<file path="src/rtl/rx_frame_ctrl.sv">
// rx_frame_ctrl: UART-style receive sequencer driving an external shift register,
// with start-bit qualification, stop-bit check and ready/overrun/framing flags.
module rx_frame_ctrl #(
  parameter int CLKS_PER_BIT = 10,
  parameter int DATA_BITS    = 8
) (
  input  logic clk,
  input  logic n_rst,
  input  logic serial_in,
  input  logic stop_bit,
  input  logic data_read,
  output logic shift_strobe,
  output logic load_buffer,
  output logic data_ready,
  output logic framing_error,
  output logic overrun_error,
  output logic rx_busy
);
  localparam int TW = $clog2(CLKS_PER_BIT);
  localparam int CW = $clog2(DATA_BITS + 2);
  localparam logic [TW-1:0] HALF = TW'(CLKS_PER_BIT / 2 - 1);
  localparam logic [TW-1:0] LAST = TW'(CLKS_PER_BIT - 1);
  localparam logic [TW-1:0] PRE  = TW'(CLKS_PER_BIT - 2);
  localparam logic [CW-1:0] LAST_BIT = CW'(DATA_BITS);
  typedef enum logic [2:0] {IDLE, START_CHK, RECV, STOP_CHK, LOAD} state_t;
  state_t state;
  logic [TW-1:0] timer;
  logic [CW-1:0] bit_cnt;
  logic sync1, sync2, hist;
  logic fall;
  assign fall = hist & ~sync2;
  always_ff @(posedge clk or negedge n_rst) begin
    if (!n_rst) begin
      state         <= IDLE;
      timer         <= '0;
      bit_cnt       <= '0;
      sync1         <= 1'b1;
      sync2         <= 1'b1;
      hist          <= 1'b1;
      shift_strobe  <= 1'b0;
      load_buffer   <= 1'b0;
      data_ready    <= 1'b0;
      framing_error <= 1'b0;
      overrun_error <= 1'b0;
      rx_busy       <= 1'b0;
    end else begin
      sync1        <= serial_in;
      sync2        <= sync1;
      hist         <= sync2;
      shift_strobe <= 1'b0;
      load_buffer  <= 1'b0;
      // A load always wins over a read; a read during a load neither clears nor flags.
      if (load_buffer) begin
        if (data_ready && !data_read) overrun_error <= 1'b1;
        data_ready <= 1'b1;
      end else if (data_read) begin
        data_ready    <= 1'b0;
        overrun_error <= 1'b0;
      end
      case (state)
        IDLE: if (fall) begin
          state         <= START_CHK;
          timer         <= '0;
          bit_cnt       <= '0;
          framing_error <= 1'b0;
          rx_busy       <= 1'b1;
        end
        START_CHK: if (timer == HALF) begin
          timer   <= '0;
          state   <= sync2 ? IDLE : RECV;
          rx_busy <= ~sync2;
        end else timer <= timer + 1'b1;
        RECV: begin
          timer        <= (timer == LAST) ? '0 : timer + 1'b1;
          shift_strobe <= (timer == PRE);
          if (timer == LAST) begin
            bit_cnt <= bit_cnt + 1'b1;
            if (bit_cnt == LAST_BIT) state <= STOP_CHK;
          end
        end
        STOP_CHK: if (stop_bit) begin
          state       <= LOAD;
          load_buffer <= 1'b1;
        end else begin
          state         <= IDLE;
          framing_error <= 1'b1;
          rx_busy       <= 1'b0;
        end
        default: begin
          state   <= IDLE;
          rx_busy <= 1'b0;
        end
      endcase
    end
  end
endmodule

</file>
<file path="config.mk">
export PLATFORM = sky130hd
export DESIGN_NAME = rx_frame_ctrl
export DESIGN_NICKNAME = d
export VERILOG_FILES = /design/src/rtl/rx_frame_ctrl.sv
export SDC_FILE = /design/constraint.sdc
export NUM_CORES = 1
export LEC_CHECK = 0
export BUFFER_PORTS_ARGS = -buffer_cell sky130_fd_sc_hd__buf_2
export CORE_MARGIN = 4
export CORE_UTILIZATION = 56
export DETAILED_ROUTE_END_ITERATION = 10
export PLACE_DENSITY = 0.77
export SLEW_MARGIN = 10
export SYNTH_ARGS = -nofsm -noshare
export SYNTH_HDL_FRONTEND = slang
export SYNTH_SLANG_ARGS = --single-unit
</file>
<file path="constraint.sdc">
create_clock -name clk -period 1.6 [get_ports clk]
set_input_delay 0.08 -clock clk [delete_from_list [all_inputs] [get_ports clk]]
set_output_delay 0.08 -clock clk [all_outputs]
set_load 0.01 [all_outputs]
</file>
==> qor.yml <==
status: "complete, no violations"
switching_share_pct: 37.92
dp_hpwl_um: 1215
vias: 740
crit_path_end_kind: "register"
ctsLongestPathBuffers: 2
ys_seq_area_share_pct: 49.63
p_sw_mw: 0.6533
layout.nets: 126
die_w_um: 50.60
tritoncts: "yes"
worstPathRequired_ns: 1.79
postPlaceCellArea_um2: 1081
syn-cell-area_um2: 1016
holdWs_ns: 0.1263
cp_slowest_stage_delay_ns: 0.44
min_path_type: "in -> reg"
first_iter_violations: 11
cts_buffers: 3
clk_latency_ns: 0.29
area_growth_pct: 17.49
synth_nets: 106
synth_edf_count: 0
cts-root-buf: "clkbuf_4"
first_global_vias: 693
routabilityCongestion: 0.7593
start_kind: "register"
arrival_ns: 1.75
setup_viol: 0
async_flop_share_pct: 100.0
finalMaxSlewViolations: 0
ys_warn_count: 0
port_buffers: 10
antenna_found_initial: 0
ys_types: 33
slowest_stage: "dfrtp_1"
worst-setup-path-type: "reg -> reg"
synth.area.top_cells: "dfrtp_1, dfstp_2, ha_1, o21ai_0, nand2_1"
seqPwrFrac_pct: 45.0
grt.overflow.total: 0
hold_viol: 0
timing.slew.headroom_pct: 69.31
clkPwrFrac_pct: 13.8
first_pass_iters: 4
antenna_cells: 0
fp.dieArea_um2: 2560
fin_util_pct: 69.13
syn_area_per_cell_um2: 10.58
io_pins: 11
internal_power_mw: 1.069
clk_pin_slew_ns: 0.11
ys_ff_latch: 20
totalWireLength_um: 1759
crit_fanout: 5
period_minus_slack_ns: 1.551
peakVddDrop_mv: 0.7755
rsz0062_at_grt: "true"
num_rows: 15
fin_crit_sh_pct: 96.92
grt_max_degree: 21
stdcell_area_um2: 1194
worstMarginPinSlew_ns: 0.4603
yosysTopAreaCell: "dfrtp_1"
grt_pass1_wl_um: 2939
cap_violations: 0
routed_via_density: 5.286
layout-drive-gt1-share_pct: 30.43
drcViolationCount: 0
power_frac_comb_pct: 41.3
synth_top_area_share_pct: 41.87
die_h_um: 50.60
ant_nets: 0
ys.flop_type: "dfrtp_1"
fmax_mhz: 644.8
post_drt_wl_per_cell_um: 12.56
clock_sinks: 20
leakage_nw: 0.5629
initial_core_util_pct: 58.84
skew_ns: 0.006358
synthCells: 96
grt_util_all_layers_pct: 15.52
htreeDepth: 1
core_um2: 1727
worstPathCellList: "inv_2, ha_4, nand3b_1, a32oi_2, o21bai_1, a21o_1"
powerDensity_nw_per_um2: 1443
## path summary, 6_finish.rpt
kind | start | to | slack (ns) | cells past startpoint
min in group asynchronous | n_rst | data_ready$_DFFE_PN0P_ | 0.24 | 2
worst max register to register | timer[1]$_DFFE_PN0P_ | timer[2]$_DFFE_PN0P_ | 0.05 | 6
worst min register to register | sync1$_DFF_PN1_ | sync2$_DFF_PN1_ | 0.36 | 0
worst max-delay path | timer[1]$_DFFE_PN0P_ | timer[2]$_DFFE_PN0P_ | 0.05 | 6
worst min-delay path | stop_bit | state[2]$_DFFE_PN0P_ | 0.13 | 2
max in group asynchronous | n_rst | sync1$_DFF_PN1_ | 1.02 | 2
## cells in the mapped netlist, types with 2 or more instances
| master | count |
|---|---|
| and3_1 | 2 |
| xor2_1 | 3 |
| inv_1 | 7 |
| nand3b_1 | 2 |
| dfstp_2 | 3 |
| nand2_1 | 8 |
| a21oi_1 | 3 |
| ha_1 | 5 |
| o21ai_0 | 9 |
| nand4_1 | 2 |
| and4b_2 | 2 |
| dfrtp_1 | 17 |
| nor2_1 | 8 |
| nor3b_2 | 2 |
| a21o_1 | 2 |
| nand3_1 | 4 |
## cell usage in the layout (no fill, tap or decap), types with 3 or more instances in the layout
master / n
dfrtp_1: 16
buf_2: 10
o21ai_0: 9
nor2_1: 8
nand2_1: 8
inv_1: 5
buf_4: 5
nand3_1: 4
a21oi_1: 3
xor2_1: 3
ha_1: 3
clkbuf_4: 3
dfstp_2: 3
dlygate4sd3_1: 3
## kinds of logic after synthesis
logic type / after synthesis / share of synthesized area [%]
xor gates and xnor gates: 3 / 2.587
AOI/OAI and AO/OA: 19 / 12.44
DFF: 20 / 49.63
adders and majority gates: 5 / 6.158
muxes: 1 / 0.9853
and+or+nand+nor: 38 / 23.28
buffers and inverters: 10 / 4.926
## critical path, delay by kind of cell, from the launching register on
family,cells,cell delay [ns]
buffers and inverters,1,0.13
adders and majority gates,1,0.15
AOI/OAI and AO/OA,3,0.61
DFF,1,0.44
and+or+nand+nor,1,0.12
## power groups by stage
stage	clock network, mW	registers, mW	logic [mW]
finish	0.237	0.775	0.711
global route	0.281	0.796	0.786
CTS	0.247	0.771	0.566
detailed placement	0	0.783	0.557
global placement	0	0.776	0.535
floorplan	0	0.732	0.473
## per-layer routing
metal / track usage, % / wire length [um] / vias to the layer above
li1: - / - / 371
met1: 18.49 / 811 / 352
met2: 26.52 / 864 / 15
met3: 3.561 / 68 / 2
met4: 6.726 / 14 / 0
met5: 0 / 0 / -
## registers in the layout, summed over array words and instances, names as in the netlist
| signal | count |
|---|---|
| bit_cnt | 4 |
| timer | 4 |
| state | 3 |
| data_ready | 1 |
| framing_error | 1 |
| hist | 1 |
| load_buffer | 1 |
| overrun_error | 1 |
| rx_busy | 1 |
| shift_strobe | 1 |
| sync1 | 1 |
| sync2 | 1 |
## through the flow
step	total power, mW	setup WS (ns)	cells	setup TNS [ns]
after detailed placement	1.340	0.07508	129	0
after CTS	1.583	0.05605	136	0
after global routing	1.863	-0.06863	140	-0.06863
after global placement	1.312	0.1752	129	0
after floorplan	1.205	0.2308	96	0
final	1.723	0.04925	140	0
## area by class of cell
| class | count | area [um^2] |
|---|---|---|
| fillers | 140 | 533.0 |
| flip-flops and latches | 20 | 505.5 |
| multi-input cells | 66 | 486.7 |
| repair buffers | 18 | 117.6 |
| well taps | 25 | 31.28 |
| clock buffers | 4 | 26.28 |
| inverters | 7 | 26.28 |
## repair_timing
| item | 4_1_cts | 5_1_grt |
|---|---|---|
| gates resized for setup | 0 | 7 |
| hold endpoints to repair | 19 | 0 |
| endpoints found under the setup margin | 0 | 1 |
| buffers inserted | 0 | 4 |
| hold buffers | 3 | 0 |
No activity file was read; power rests on OpenSTA's default activity.
